--- src/rtl/hsem_lock.sv ---
// rtl/hsem_lock.sv - two-core hardware semaphore block with one-deep wait queue per semaphore
// Core 0's request is applied first each cycle; core 1's sees the result.
module hsem_lock #(
    parameter int NSEM = 8
) (
    input  logic            hclk,
    input  logic            hresetn,
    input  logic            req_valid_0,
    input  logic            req_op_0,
    input  logic [3:0]      req_id_0,
    input  logic            req_valid_1,
    input  logic            req_op_1,
    input  logic [3:0]      req_id_1,
    output logic            grant_0,
    output logic            grant_1,
    output logic            pending_0,
    output logic            pending_1,
    output logic [31:0]     semerr_0,
    output logic [31:0]     semerr_1,
    output logic [NSEM-1:0] owned_0,
    output logic [NSEM-1:0] owned_1
);

    typedef enum logic [2:0] {
        S_FREE    = 3'd0,
        S_OWN0    = 3'd1,
        S_OWN1    = 3'd2,
        S_OWN0_W1 = 3'd3,
        S_OWN1_W0 = 3'd4
    } sem_state_e;

    typedef struct packed {
        sem_state_e nxt;
        logic [3:0] err;
        logic       gnt_self;
        logic       gnt_other;
    } step_t;

    localparam logic [4:0] NSEM_W = 5'(NSEM);

    sem_state_e      st_q   [NSEM];
    sem_state_e      st_mid [NSEM];
    sem_state_e      st_d   [NSEM];
    step_t           r0, r1;
    logic            gnt0_d, gnt1_d;
    logic [3:0]      err0_d, err1_d;
    logic            pend0_now, pend1_now;
    logic            pend0_d, pend1_d;
    logic [NSEM-1:0] own0_d, own1_d;

    // Outcome of one core's request against one semaphore's current state.
    function automatic step_t apply(input sem_state_e st, input logic core,
                                    input logic lock, input logic pend);
        step_t      r;
        sem_state_e own, own_w, oth, oth_w;
        own   = core ? S_OWN1    : S_OWN0;
        own_w = core ? S_OWN1_W0 : S_OWN0_W1;
        oth   = core ? S_OWN0    : S_OWN1;
        oth_w = core ? S_OWN0_W1 : S_OWN1_W0;
        r.nxt       = st;
        r.err       = 4'b0000;
        r.gnt_self  = 1'b0;
        r.gnt_other = 1'b0;
        if (lock) begin
            if (st == own || st == own_w || st == oth_w || pend) begin
                r.err = 4'b0010;
            end else if (st == S_FREE) begin
                r.nxt      = own;
                r.gnt_self = 1'b1;
            end else begin
                r.nxt = oth_w;
            end
        end else begin
            if (st == S_FREE) begin
                r.err = 4'b0100;
            end else if (st == own) begin
                r.nxt = S_FREE;
            end else if (st == own_w) begin
                r.nxt       = oth;
                r.gnt_other = 1'b1;
            end else if (st == oth_w) begin
                r.nxt = oth;
            end else begin
                r.err = 4'b0001;
            end
        end
        return r;
    endfunction

    always_comb begin
        gnt0_d    = 1'b0;
        gnt1_d    = 1'b0;
        err0_d    = 4'b0000;
        err1_d    = 4'b0000;
        r0        = '0;
        r1        = '0;
        pend0_now = 1'b0;
        pend1_now = 1'b0;
        for (int i = 0; i < NSEM; i++) begin
            st_mid[i] = st_q[i];
        end
        for (int i = 0; i < NSEM; i++) begin
            if (st_mid[i] == S_OWN1_W0) pend0_now = 1'b1;
        end
        if (req_valid_0) begin
            if ({1'b0, req_id_0} >= NSEM_W) begin
                err0_d = 4'b1000;
            end else begin
                for (int i = 0; i < NSEM; i++) begin
                    if (4'(i) == req_id_0) begin
                        r0        = apply(st_mid[i], 1'b0, req_op_0, pend0_now);
                        st_mid[i] = r0.nxt;
                        err0_d    = r0.err;
                        gnt0_d    = r0.gnt_self;
                        gnt1_d    = r0.gnt_other;
                    end
                end
            end
        end

        for (int i = 0; i < NSEM; i++) begin
            st_d[i] = st_mid[i];
        end
        for (int i = 0; i < NSEM; i++) begin
            if (st_d[i] == S_OWN0_W1) pend1_now = 1'b1;
        end
        if (req_valid_1) begin
            if ({1'b0, req_id_1} >= NSEM_W) begin
                err1_d = 4'b1000;
            end else begin
                for (int i = 0; i < NSEM; i++) begin
                    if (4'(i) == req_id_1) begin
                        r1      = apply(st_d[i], 1'b1, req_op_1, pend1_now);
                        st_d[i] = r1.nxt;
                        err1_d  = r1.err;
                        gnt1_d  = gnt1_d | r1.gnt_self;
                        gnt0_d  = gnt0_d | r1.gnt_other;
                    end
                end
            end
        end
    end

    always_comb begin
        pend0_d = 1'b0;
        pend1_d = 1'b0;
        own0_d  = '0;
        own1_d  = '0;
        for (int i = 0; i < NSEM; i++) begin
            own0_d[i] = (st_d[i] == S_OWN0) || (st_d[i] == S_OWN0_W1);
            own1_d[i] = (st_d[i] == S_OWN1) || (st_d[i] == S_OWN1_W0);
            if (st_d[i] == S_OWN1_W0) pend0_d = 1'b1;
            if (st_d[i] == S_OWN0_W1) pend1_d = 1'b1;
        end
    end

    always_ff @(posedge hclk or negedge hresetn) begin
        if (!hresetn) begin
            for (int i = 0; i < NSEM; i++) begin
                st_q[i] <= S_FREE;
            end
            grant_0   <= 1'b0;
            grant_1   <= 1'b0;
            pending_0 <= 1'b0;
            pending_1 <= 1'b0;
            semerr_0  <= 32'd0;
            semerr_1  <= 32'd0;
            owned_0   <= '0;
            owned_1   <= '0;
        end else begin
            for (int i = 0; i < NSEM; i++) begin
                st_q[i] <= st_d[i];
            end
            grant_0   <= gnt0_d;
            grant_1   <= gnt1_d;
            pending_0 <= pend0_d;
            pending_1 <= pend1_d;
            semerr_0  <= {28'd0, err0_d};
            semerr_1  <= {28'd0, err1_d};
            owned_0   <= own0_d;
            owned_1   <= own1_d;
        end
    end

endmodule

--- config.mk ---
export PLATFORM = sky130hd
export DESIGN_NAME = hsem_lock
export DESIGN_NICKNAME = d
export VERILOG_FILES = /design/src/rtl/hsem_lock.sv
export SDC_FILE = /design/constraint.sdc
export NUM_CORES = 1
export LEC_CHECK = 0
export ABC_AREA = 0
export CORE_MARGIN = 1
export CORE_UTILIZATION = 25
export DETAILED_ROUTE_END_ITERATION = 10
export PLACE_DENSITY = 0.55
export SETUP_SLACK_MARGIN = 0.1
export SLEW_MARGIN = 20
export SYNTH_ARGS = -nofsm -noshare
export SYNTH_HDL_FRONTEND = slang
export SYNTH_SLANG_ARGS = --single-unit
--- constraint.sdc ---
create_clock -name hclk -period 4.9 [get_ports hclk]
set_clock_uncertainty 0.1 [all_clocks]
set_input_delay 0.49 -clock hclk [delete_from_list [all_inputs] [get_ports hclk]]
set_output_delay 0.49 -clock hclk [all_outputs]
set_load 0.005 [all_outputs]
==> flow_summary.json <==
{
  "overflow": 0,
  "period_share_pct": 89.3,
  "endpoint_kind": "flip-flop",
  "drtPass1Iterations": 5,
  "track_usage_pct": 17.8,
  "antenna_found_initial": 0,
  "htreeDepth": 2,
  "floorplan.initialDensity_pct": 25.4,
  "grt_start_max_net_pins": 53,
  "critPathKind": "flip-flop to flip-flop",
  "worst_pin_slew_ps": 818,
  "portBuffers": 41,
  "syn_area_mm2": 0.00512,
  "antenna_left": 0,
  "synth-edff-count": 0,
  "num_vias": 5499,
  "crit_chain": "nor3b_1 > or4_1 > nor3_1 > a311oi_1 > buf_4 > a2bb2oi_1 > buf_4 > nor3_1 > buf_4 > o22a_1 > nand2b_1 > o2111ai_1 > a211o_1",
  "grt_pass1_vias": 4856,
  "r2r-end": "pending_0$_DFF_PN0_",
  "period_needed_ps": 4380,
  "die-area_mm2": 0.0211,
  "maxSlewViolCount": 0,
  "startpoint_type": "flip-flop",
  "diodes": 0,
  "slowest_stage": "or4_1",
  "clock-sinks": 52,
  "finalHoldViolCount": 0,
  "grt_pass1_wl_mm": 29.1,
  "root_buffer": "clkbuf_16",
  "cp.arrival_ps": 4470,
  "via_per_inst": 5.49,
  "r2r_start": "st_q[12]$_DFF_PN0_",
  "syn_avg_cell_area_um2": 7.48,
  "first_iter_violations": 726,
  "cts_setup_buffers": 0,
  "dpl.cell_count": 994,
  "path_max_fanout": 8,
  "cts_tree": "done",
  "synth-seq-cells": 52,
  "max_cap_viol_count": 0,
  "die_w_um": 145,
  "yosysWarnings": 0,
  "gp_congestion": 0.987,
  "clkTransAtPathRegs_ps": 80,
  "synth_top_area_share_pct": 25.4,
  "numCtsBuffers": 5,
  "core_area_mm2": 0.0202,
  "final-setup-viol-count": 0,
  "row_count": 52,
  "synth_cell_types": 80,
  "dp_hpwl_mm": 14.5,
  "instances_no_fill": 1002,
  "relSlewSlack_pct": 44.1,
  "reg2reg_slack_ps": 520,
  "layout-drive-gt1-share_pct": 10.8,
  "wl_mm": 18.7,
  "finalNetCount": 745,
  "worstHoldPathType": "input port to asynchronous set/reset pin",
  "fmax_ghz": 0.228,
  "ir_drop_v": 0.000119,
  "reg2reg_depth": 13,
  "critPathTopFamily": "simple AND/OR/NAND/NOR gates",
  "area_delta_synth_final_pct": 16.6,
  "holdBufCountCts": 0,
  "drc": 0,
  "fp.dieH_um": 145,
  "leakage_nw": 2.41,
  "cp.required_ps": 5000,
  "cts_buffer_depth": 2,
  "synth.area.top_cells": "dfrtp_1 25%, buf_4 8.2%, nand2_1 5.1%",
  "synth.most_common_cell": "nand2_1",
  "synthTopCellsByCount": "69 x nand2_1, 68 x nor2_1, 56 x buf_4, 52 x dfrtp_1, 37 x clkbuf_1",
  "ctsResizeCount": 0,
  "startpoint": "st_q[12]$_DFF_PN0_",
  "critPathBufInv": 3,
  "status": "finished clean",
  "crit_cells": 13,
  "syn_inst": 685,
  "synth_top_area_cell": "dfrtp_1",
  "async_flop_share_pct": 100,
  "crit_path_end": "pending_0$_DFF_PN0_",
  "routedWlPerCell_um": 18.7,
  "cpMostUsedCell": "buf_4",
  "setup-tns-final_ps": 0,
  "ys_seq_area_share_pct": 25.4,
  "ioPinCount": 98,
  "ys.flop_type": "dfrtp_1",
  "powerDensity_mw_per_mm2": 224,
  "rsz0062_at_grt": "false",
  "cpPeakStageDelay_ps": 700,
  "clk_latency_ps": 310
}
==> cells by family (layout without fill, tap and decap cells) <==
logic type | count (synthesis) | after routing | synth area share, %
other | 1 | 56 | 0.0732
XOR/XNOR | 7 | 7 | 1.20
buffers and inverters | 129 | 121 | 14.0
multiplexers | 7 | 7 | 1.88
AND/OR/NAND/NOR | 299 | 299 | 29.8
AO/OA/AOI/OAI | 190 | 190 | 27.7
flip-flops | 52 | 52 | 25.4
==> worst min path at each step <==
| stage | from | end | slack [ps] |
|---|---|---|---|
| 3_3_place_gp | hresetn | semerr_0[3]$_DFF_PN0_ | 560 |
| 6_report | hresetn | semerr_0[3]$_DFF_PN0_ | 200 |
| 4_1_cts | hresetn | semerr_0[3]$_DFF_PN0_ | 230 |
| 3_5_place_dp | hresetn | semerr_0[3]$_DFF_PN0_ | 580 |
| 5_1_grt | hresetn | semerr_0[3]$_DFF_PN0_ | 270 |
| 2_1_floorplan | hresetn | grant_0$_DFF_PN0_ | 90 |
==> per-stage QoR <==
stage / setup slack [ps] / power [mW] / area [um2] / hold WS [ps] / util [%]
CTS: 613 / 1.34 / 5980 / 231 / 29.6
global placement: 431 / 0.899 / 5800 / 564 / 28.7
finish: 523 / 1.34 / 5980 / 204 / 29.6
global route: 326 / 1.41 / 5980 / 267 / 29.6
detailed placement: 429 / 0.897 / 5800 / 575 / 28.7
floorplan: 951 / 0.758 / 5330 / 94.4 / -
==> worst reg2reg max path: cells and delay by family (launching register included) <==
family                 cells  cell delay, ps
DFF                        1             510
AOI/OAI and AO/OA          5            1040
and+or+nand+nor            5            2020
buffers and inverters      3             600
==> state kept, by name, indices dropped and copies added (netlist names) <==
| name | flops |
|---|---|
| grant_0 | 1 |
| grant_1 | 1 |
| owned_0 | 8 |
| owned_1 | 8 |
| pending_0 | 1 |
| pending_1 | 1 |
| semerr_0 | 4 |
| semerr_1 | 4 |
| st_q | 24 |
==> cells in the final DEF, fill, tap and decap left out, types with 6 or more instances in the layout <==
cell / netlist / routed
a211oi_1: 6 / 6
a21oi_1: 28 / 28
a31oi_1: 17 / 17
a41oi_1: 6 / 6
and2_1: 13 / 13
buf_4: 56 / 46
clkdlybuf4s50_1: 0 / 40
conb_1: 1 / 56
dfrtp_1: 52 / 52
inv_1: 26 / 26
nand2_1: 69 / 69
nand2b_1: 10 / 10
nand3_1: 22 / 22
nand4_1: 7 / 7
nor2_1: 68 / 68
nor2b_1: 14 / 14
nor3_1: 35 / 35
nor4_1: 14 / 14
o21ai_0: 24 / 24
o22ai_1: 9 / 9
o31a_1: 7 / 7
o31ai_1: 12 / 12
o41ai_1: 14 / 14
or4_1: 6 / 6
==> area by class of cell <==
cell class | count | area [um2]
Tap cell | 270 | 338
Sequential cell | 52 | 1300
Timing Repair Buffer | 87 | 751
Clock inverter | 2 | 38.8
Fill cell | 2232 | 14200
Inverter | 26 | 97.6
Clock buffer | 6 | 139
Multi-Input combinational cell | 559 | 3310
==> power breakdown <==
part	switching, mW	leakage [nW]	internal [mW]	total, mW
sequential	0.0203	0.643	0.452	0.472
clock	0.180	0.0871	0.257	0.437
combinational	0.280	1.68	0.149	0.428
total	0.480	2.41	0.857	1.34
==> metal layers <==
metal  routed length, um  GRT usage (%)  share of wire [%]
met5                   0              0                  0
met3                1390           2.89                7.4
met1                8740           25.6                 47
met2                8160           27.0                 44
met4                 433           5.26                2.3
Power figures use the tool's default switching activity.
